$ cat src/rtl/stopwatch_core.sv
// stopwatch_core: button conditioning, start/stop/lap/clear control and a
// four-digit BCD 10 ms counter (00.00 .. 99.99 s) feeding the 7-seg driver.
// Digits show either the live count or a frozen lap value.
module stopwatch_core #(
  parameter int TICK_DIV        = 1_000_000,
  parameter int DEBOUNCE_CYCLES = 1_000_000
) (
  input  logic       clk,
  input  logic       reset,
  input  logic       start_btn,
  input  logic       lap_btn,
  output logic [3:0] s0,
  output logic [3:0] s1,
  output logic [3:0] s2,
  output logic [3:0] s3,
  output logic       running,
  output logic       lap_active,
  output logic       wrap
);

  // Counter widths; a width of at least one bit keeps degenerate settings legal.
  localparam int P_W  = (TICK_DIV > 1)        ? $clog2(TICK_DIV)        : 1;
  localparam int DB_W = (DEBOUNCE_CYCLES > 1) ? $clog2(DEBOUNCE_CYCLES) : 1;

  localparam logic [P_W-1:0]  TICK_MAX = P_W'(TICK_DIV - 1);
  localparam logic [DB_W-1:0] DB_MAX   = DB_W'(DEBOUNCE_CYCLES - 1);

  // Control states. The two *_LAP states show the frozen lap register.
  localparam logic [2:0] IDLE     = 3'd0;
  localparam logic [2:0] RUN      = 3'd1;
  localparam logic [2:0] RUN_LAP  = 3'd2;
  localparam logic [2:0] STOP     = 3'd3;
  localparam logic [2:0] STOP_LAP = 3'd4;

  // Button index 0 is start/stop, index 1 is lap/clear.
  logic [1:0]      btn_s;
  logic [1:0]      sync1_r;
  logic [1:0]      sync2_r;
  logic [1:0]      db_lvl_r;
  logic [1:0]      press_r;
  logic [DB_W-1:0] db_cnt_r [2];

  logic [2:0]      state_r;
  logic [2:0]      state_nxt_s;
  logic [P_W-1:0]  presc_r;
  logic [P_W-1:0]  presc_nxt_s;
  logic [15:0]     count_r;
  logic [15:0]     count_nxt_s;
  logic [15:0]     lap_r;
  logic [15:0]     lap_nxt_s;
  logic [15:0]     disp_r;
  logic [15:0]     disp_nxt_s;
  logic [16:0]     inc_s;
  logic            running_r;
  logic            lap_active_r;
  logic            wrap_r;
  logic            running_nxt_s;
  logic            lap_active_nxt_s;
  logic            wrap_nxt_s;
  logic            start_s;
  logic            lap_s;
  logic            run_cur_s;
  logic            tick_s;
  logic            capture_s;
  logic            clear_s;

  // Adds one to a four-digit BCD value. Bit 16 is the carry out of the
  // top digit. Any digit at or above 9 with a carry in rolls to 0, so an
  // out-of-range digit can never propagate.
  function automatic logic [16:0] bcd_inc(input logic [15:0] v);
    logic [16:0] r;
    logic        c;
    r = 17'd0;
    c = 1'b1;
    for (int d = 0; d < 4; d++) begin
      if (c) begin
        if (v[d*4 +: 4] >= 4'd9) begin
          r[d*4 +: 4] = 4'd0;
          c           = 1'b1;
        end else begin
          r[d*4 +: 4] = v[d*4 +: 4] + 4'd1;
          c           = 1'b0;
        end
      end else begin
        r[d*4 +: 4] = v[d*4 +: 4];
        c           = 1'b0;
      end
    end
    r[16] = c;
    return r;
  endfunction

  assign btn_s = {lap_btn, start_btn};

  // Synchronise, debounce and one-pulse both buttons; the press pulse is
  // raised on the same edge that the debounced level rises.
  always_ff @(posedge clk or negedge reset) begin
    if (!reset) begin
      sync1_r  <= 2'b00;
      sync2_r  <= 2'b00;
      db_lvl_r <= 2'b00;
      press_r  <= 2'b00;
      for (int i = 0; i < 2; i++) begin
        db_cnt_r[i] <= '0;
      end
    end else begin
      sync1_r <= btn_s;
      sync2_r <= sync1_r;
      for (int i = 0; i < 2; i++) begin
        if (sync2_r[i] == db_lvl_r[i]) begin
          db_cnt_r[i] <= '0;
          press_r[i]  <= 1'b0;
        end else if (db_cnt_r[i] == DB_MAX) begin
          db_cnt_r[i] <= '0;
          db_lvl_r[i] <= sync2_r[i];
          press_r[i]  <= sync2_r[i];
        end else begin
          db_cnt_r[i] <= db_cnt_r[i] + DB_W'(1);
          press_r[i]  <= 1'b0;
        end
      end
    end
  end

  // Start wins when both presses land in the same cycle.
  assign start_s = press_r[0];
  assign lap_s   = press_r[1] & ~press_r[0];

  // Next-state decode plus lap capture and clear strobes.
  always_comb begin
    state_nxt_s = state_r;
    capture_s   = 1'b0;
    clear_s     = 1'b0;
    case (state_r)
      IDLE: begin
        if (start_s) begin
          state_nxt_s = RUN;
        end else begin
          state_nxt_s = IDLE;
        end
      end
      RUN: begin
        if (start_s) begin
          state_nxt_s = STOP;
        end else if (lap_s) begin
          state_nxt_s = RUN_LAP;
          capture_s   = 1'b1;
        end else begin
          state_nxt_s = RUN;
        end
      end
      RUN_LAP: begin
        if (start_s) begin
          state_nxt_s = STOP_LAP;
        end else if (lap_s) begin
          state_nxt_s = RUN;
        end else begin
          state_nxt_s = RUN_LAP;
        end
      end
      STOP: begin
        if (start_s) begin
          state_nxt_s = RUN;
        end else if (lap_s) begin
          state_nxt_s = IDLE;
          clear_s     = 1'b1;
        end else begin
          state_nxt_s = STOP;
        end
      end
      STOP_LAP: begin
        if (start_s) begin
          state_nxt_s = RUN_LAP;
        end else if (lap_s) begin
          state_nxt_s = STOP;
        end else begin
          state_nxt_s = STOP_LAP;
        end
      end
      default: begin
        state_nxt_s = IDLE;
      end
    endcase
  end

  assign run_cur_s = (state_r == RUN) || (state_r == RUN_LAP);
  assign tick_s    = run_cur_s && (presc_r == TICK_MAX);
  assign inc_s     = bcd_inc(count_r);

  // Prescaler, BCD count, lap register and display next values.
  always_comb begin
    presc_nxt_s      = presc_r;
    count_nxt_s      = count_r;
    lap_nxt_s        = lap_r;
    wrap_nxt_s       = 1'b0;
    if (clear_s) begin
      presc_nxt_s = '0;
      count_nxt_s = 16'h0000;
    end else if (tick_s) begin
      presc_nxt_s = '0;
      count_nxt_s = inc_s[15:0];
      wrap_nxt_s  = inc_s[16];
    end else if (run_cur_s) begin
      presc_nxt_s = presc_r + P_W'(1);
    end else begin
      presc_nxt_s = presc_r;
    end
    // Capture uses the pre-increment count when a tick lands on the same edge.
    if (capture_s) begin
      lap_nxt_s = count_r;
    end else begin
      lap_nxt_s = lap_r;
    end
    running_nxt_s    = (state_nxt_s == RUN) || (state_nxt_s == RUN_LAP);
    lap_active_nxt_s = (state_nxt_s == RUN_LAP) || (state_nxt_s == STOP_LAP);
    if (lap_active_nxt_s) begin
      disp_nxt_s = lap_nxt_s;
    end else begin
      disp_nxt_s = count_nxt_s;
    end
  end

  // State, counters and the registered outputs all advance together.
  always_ff @(posedge clk or negedge reset) begin
    if (!reset) begin
      state_r      <= IDLE;
      presc_r      <= '0;
      count_r      <= 16'h0000;
      lap_r        <= 16'h0000;
      disp_r       <= 16'h0000;
      running_r    <= 1'b0;
      lap_active_r <= 1'b0;
      wrap_r       <= 1'b0;
    end else begin
      state_r      <= state_nxt_s;
      presc_r      <= presc_nxt_s;
      count_r      <= count_nxt_s;
      lap_r        <= lap_nxt_s;
      disp_r       <= disp_nxt_s;
      running_r    <= running_nxt_s;
      lap_active_r <= lap_active_nxt_s;
      wrap_r       <= wrap_nxt_s;
    end
  end

  assign s0         = disp_r[3:0];
  assign s1         = disp_r[7:4];
  assign s2         = disp_r[11:8];
  assign s3         = disp_r[15:12];
  assign running    = running_r;
  assign lap_active = lap_active_r;
  assign wrap       = wrap_r;

endmodule

$ cat config.mk
export PLATFORM = sky130hd
export DESIGN_NAME = stopwatch_core
export DESIGN_NICKNAME = d
export VERILOG_FILES = /design/src/rtl/stopwatch_core.sv
export SDC_FILE = /design/constraint.sdc
export NUM_CORES = 1
export LEC_CHECK = 0
export CAP_MARGIN = 20
export CORE_MARGIN = 5
export CORE_UTILIZATION = 60
export CTS_CLUSTER_DIAMETER = 200
export DETAILED_ROUTE_END_ITERATION = 10
export HOLD_SLACK_MARGIN = 0.12
export PLACE_DENSITY = 0.85
export SYNTH_ARGS = -nofsm -noshare
export SYNTH_HDL_FRONTEND = slang
export SYNTH_SLANG_ARGS = --single-unit
export TNS_END_PERCENT = 10
$ cat constraint.sdc
create_clock -name clk -period 5.4 [get_ports clk]
set_input_delay 1.08 -clock clk [delete_from_list [all_inputs] [get_ports clk]]
set_output_delay 1.08 -clock clk [all_outputs]
set_load 0.01 [all_outputs]
After elaboration in Yosys (flattened, before gate mapping)
Cells that the tools add are included.

word-level totals
  output and inout bits = 19
  logic and storage cells = 95
  bits in registers = 122
  bits of input ports = 4

cells by class
  eq/ne operators = 12
  add/subtract/negate cells = 7
  muxes and demuxes = 45
  bitwise logic cells = 4
  $lt $le $gt $ge = 4
  reduce and logical (&&, ||, !) cells = 8

operators by type and width
  cell                     count
  $mux W20                 7
  $mux W16                 4
  $add A20 B1 Y20 const B  3
  $eq A20 B20 Y1 const B   3
  $mux W4                  7
  $mux W1                  18
  $add A4 B1 Y4 const B    4
  $ge A4 B4 Y1 const B     4
  $pmux W3 S5              1
  $mux W2                  5
  $eq A3 B2 Y1 const B     3
  $mux W3                  3
  $eq A3 B1 Y1 const B     2
  $eq A3 B3 Y1 const B     2
  $reduce_and A2 Y1        2
  $logic_not A3 Y1         1
  $logic_or A1 B1 Y1       3
  $not A1 Y1               3
  $reduce_bool A3 Y1       1
  $eq A1 B1 Y1             2
  $and A1 B1 Y1            1
  $logic_and A1 B1 Y1      1

Logic depth before layout (Yosys ltp)
  depth after elaboration = 8
  depth in mapped cells = 8

Worst setup path after synthesis
No wires, ideal clock.

  path kind = reg2reg
  from = register presc_r[0]
  to = register disp_r[11]
  cell stages (with the launch flop) = 9
  path buffers = 2
  data arrival time = 2224 ps
  setup slack = 3094 ps
  data required time = 5318 ps
  path through = dfrtp_1 > ha_1 > nand2_1 > or4_1 > buf_2 > or2_1 > buf_2 > or4_4 > a31oi_1

between the ends
  word-level cells in the longest chain between the ends = 5

ends and longest elaborated chain
  what                    RTL line  RTL
  from (decl)             45        logic [P_W-1:0] presc_r;
  from (signal assigned)  236       presc_r <= presc_nxt_s;
  $eq A20 B20 Y1          187       assign tick_s = run_cur_s && (presc_r == TICK_MAX);
  $logic_and A1 B1 Y1     187
  $mux W16                199       end else if (tick_s) begin
  $mux W16                196       if (clear_s) begin
  $mux W16                216       if (lap_active_nxt_s) begin
  via disp_nxt_s[11]      52        logic [15:0] disp_nxt_s;
  to (signal assigned)    239       disp_r <= disp_nxt_s;
  to (decl)               51        logic [15:0] disp_r;

The timed path passes the listed nets, and every way through them passes these cells.
A chain may end at the register's enable or synchronous reset.

Worst setup path in the final report
  from = register state_r[1]
  to = register disp_r[5]

between the ends
  word-level cells in the longest chain between the ends = 6
  elaborated cells between the ends (all ways) = 17
  those cells by class = eq/ne: 6; mux: 7; reduce/logical: 4

ends and longest elaborated chain
  what                                                 RTL line  RTL
  from (decl)                                          43        logic [2:0] state_r;
  from (signal assigned)                               235       state_r <= state_nxt_s;
  branches (longest 5 deep; another with $pmux W3 S5)  n/a
  $mux W16 (*)                                         216
  via disp_nxt_s[5]                                    52

Mark *: on every way through the listed nets, which the timed path passes.

==> metrics.md <==
| Metric | Value |
|---|---|
| P_leak | 2.980 nW |
| Utilization after layout | 72.13% |
| Die Footprint | 11720 um^2 |
| Die width | 108.2 um |
| Critical path type | flop to flop |
| CTS-repair resized insts | 0 |
| Area after DPL | 6126 um^2 |
| RSZ-0062 raised after global routing | false |
| DR vias | 4329 |
| Max Cap Viol | 0 |
| Crit-path max FO | 12 |
| Most frequent cells in the layout | 122 x dfrtp_1, 82 x nor2_1, 36 x nand2_1 |
| Seq cells post-synth | 122 |
| Clk root buf | clkbuf_8 |
| Power share of the clock group | 53.9% |
| Period minus WS final | 2.752 ns |
| Hold Crit Class | flop to flop |
| H-tree depth | 4 |
| Top-Level Pins | 23 |
| Worst flop-to-flop path startpoint | state_r[1] |
| Post-Route WL | 12380 um |
| Worst Skew | 0.01304 ns |
| Wirelength per Cell | 17.17 um |
| Worst setup EP type | flop |
| Core area | 9328 um^2 |
| Reg-to-reg endpoint | disp_r[5] |
| Share of cells above drive strength 1 | 10.30% |
| Flop pwr share | 44.6% |
| Logic pwr share | 1.5% |
| Mean Syn Cell Area | 10.47 um^2 |
| Worst-Skew Late Latency | 0.50 ns |
| Die Span Y | 108.2 um |
| Cell count after synthesis | 553 |
| Hold Crit Endpoint | sync2_r[0] |
| Yosys Warn Count | 0 |
| Synth Flop Type | dfrtp_1 |
| Pin count of the biggest net entering global routing | 68 |
| 1st-pass router iterations | 5 |
| # Post-CTS Setup Buffers | 0 |
| Slew at the pin with the worst max-slew slack | 1.204 ns |
| Switching Power | 0.4065 mW |
| Total global-route track usage | 22.38% |
| Mapped cell area | 5791 um^2 |
| Reg2reg path depth | 5 |
| Setup TNS | 0 ns |
| First-pass GRT wire length | 20530 um |
| Seq/Total Area, Yosys | 52.72% |
| Clock transition at path regs | 0.05 ns |
| Clk buf depth | 2 |
| Critical Path AT | 3.17 ns |
| Final net count | 600 |
| Post-synth ARST share | 100.0% |
| CTS Buf Count | 17 |
| Initial Utilization | 62.08% |
| Initial antenna violation count | 0 |
| Area Overhead vs Synth | 16.18% |
| Ant. Diodes | 0 |
| GP Congestion | 0.8488 |
| EDFF count, synth | 0 |
| Flop-to-flop setup slack | 2.65 ns |
| Drt via density | 6.004 |
| Final setup violation count | 0 |
| Grt total ovfl | 0 |
| DRC Markers | 0 |
| Final period utilization | 50.97% |
| CTS tree | yes |
| Req. time, crit path | 5.82 ns |
| Port bufs | 22 |
| Post-DP HPWL | 7645 um |
| Syn_nets | 572 |
| Status | finished, final reports clean |
| Maximum VDD drop | 0.3007 mV |
| Commonest non-fill, non-tap cell in the layout | dfrtp_1 |
| Worst Hold Path Cells | 0 |
| Switch share | 19.57% |
| Final Hold Vio Count | 0 |
| Number of distinct library cells after synthesis | 56 |
| Row count | 35 |
| Vias in the first global route | 4337 |
| Internal Power | 1.670 mW |
| CTS Hold Buffers Added | 0 |
| Normalized max-slew margin | 19.18% |
| Pwr dens | 308.7 nW/um^2 |
| Initial drt markers | 213 |
| Filler cells | 612 |
| Antenna-violating nets left | 0 |
| FMAX | 363.3 MHz |
| Worst setup SP type | flop |
| Pins Over Slew Limit | 0 |
| Fin area | 6728 um^2 |
| Hold_sp | sync1_r[0] |
| Clock Sinks | 122 |
[critical path, cell delays in order, from the launching register on]
cell and delay (ns):
dfrtp_1 0.57, xnor2_1 0.20, or4_1 0.70, nor3_1 0.65
mux2_2 0.42, o21ai_0 0.15
[stage by stage]
step           power (mW)  std cells  worst slack (ns)  hold WS (ns)
2_1_floorplan      0.9498        553             3.094        0.3312
3_3_place_gp       0.9717        690             2.857        0.3313
3_5_place_dp       0.9736        690             2.768        0.3365
4_1_cts             2.093        720             2.694        0.3487
5_1_grt             2.143        721             2.532        0.3579
6_report            2.077        721             2.648        0.3471
[cell usage after synthesis, types with 7 or more instances]
master      n  area [um^2]
dfrtp_1   122         3053
and3_1     12        75.07
nor2_1     82        307.8
xnor2_1    30        262.8
a21oi_1    11        55.05
mux2_2     21        236.5
xor2_1     28        245.2
nand4_1    15        93.84
and4_1      7        61.31
nand3_1    29        145.1
inv_1      15        56.30
o21ai_0    12        60.06
ha_1       15        187.7
nor4_1      7        43.79
clkbuf_1   12        45.04
nor4b_1     8        70.07
nand2_1    36        135.1
nor3_1     10        50.05
a31oi_1     8        50.05
[kinds of logic (layout without fill, tap and decap cells)]
logic type	Yosys count	count (layout)	synth area share, %
simple gates	246	246	22.21
buf+inv	33	72	2.182
xor+xnor	58	58	8.773
flops	122	122	52.72
fa+ha+maj	15	15	3.241
mux	23	23	4.430
compound gates	56	56	6.439
[cell type report]
type                       count  area, um^2  area share (%)
multi-input combinational    398        2611           38.81
sequential                   122        3053           45.38
clock buffer                  22       473.0           7.030
inverter                      16       60.06          0.8927
tap                          129       161.4           2.399
timing repair buffer          26       251.5           3.738
clock inverter                 8       117.6           1.748
[per-layer routing]
| metal | vias to the layer above | global-route usage (%) | part of all wire [%] |
|---|---|---|---|
| li1 | 2000 | - | - |
| met1 | 2146 | 28.06 | 42 |
| met2 | 157 | 37.21 | 50 |
| met3 | 26 | 5.731 | 5.5 |
| met4 | 0 | 9.017 | 2.1 |
| met5 | - | 0 | 0 |
[state kept, by name, indices dropped and copies added (netlist names)]
register    count
state_r         3
running         1
db_cnt_r       40
count_r        16
wrap            1
db_lvl_r        2
sync2_r         2
disp_r         16
sync1_r         2
presc_r        20
lap_active      1
press_r         2
lap_r          16
[how the worst max path moves through the flow]
| stage | endpoint | depth (start not counted) | from | slack, ns |
|---|---|---|---|---|
| 6_report | disp_r[5] | 5 | state_r[1] | 2.65 |
| 5_1_grt | disp_r[5] | 5 | state_r[1] | 2.53 |
| 4_1_cts | disp_r[5] | 5 | state_r[1] | 2.69 |
| 3_5_place_dp | disp_r[5] | 5 | state_r[1] | 2.77 |
| 3_3_place_gp | disp_r[5] | 5 | state_r[1] | 2.86 |
| 2_1_floorplan | disp_r[11] | 8 | presc_r[0] | 3.09 |
[power by group through the flow]
stage / Sequential [mW] / Clock, mW / Combinational [mW]
2_1_floorplan: 0.940 / 0 / 0.00942
3_3_place_gp: 0.941 / 0 / 0.0307
3_5_place_dp: 0.941 / 0 / 0.0323
4_1_cts: 0.926 / 1.13 / 0.0332
5_1_grt: 0.926 / 1.18 / 0.0370
6_report: 0.926 / 1.12 / 0.0314
Power figures use the tool's default switching activity.
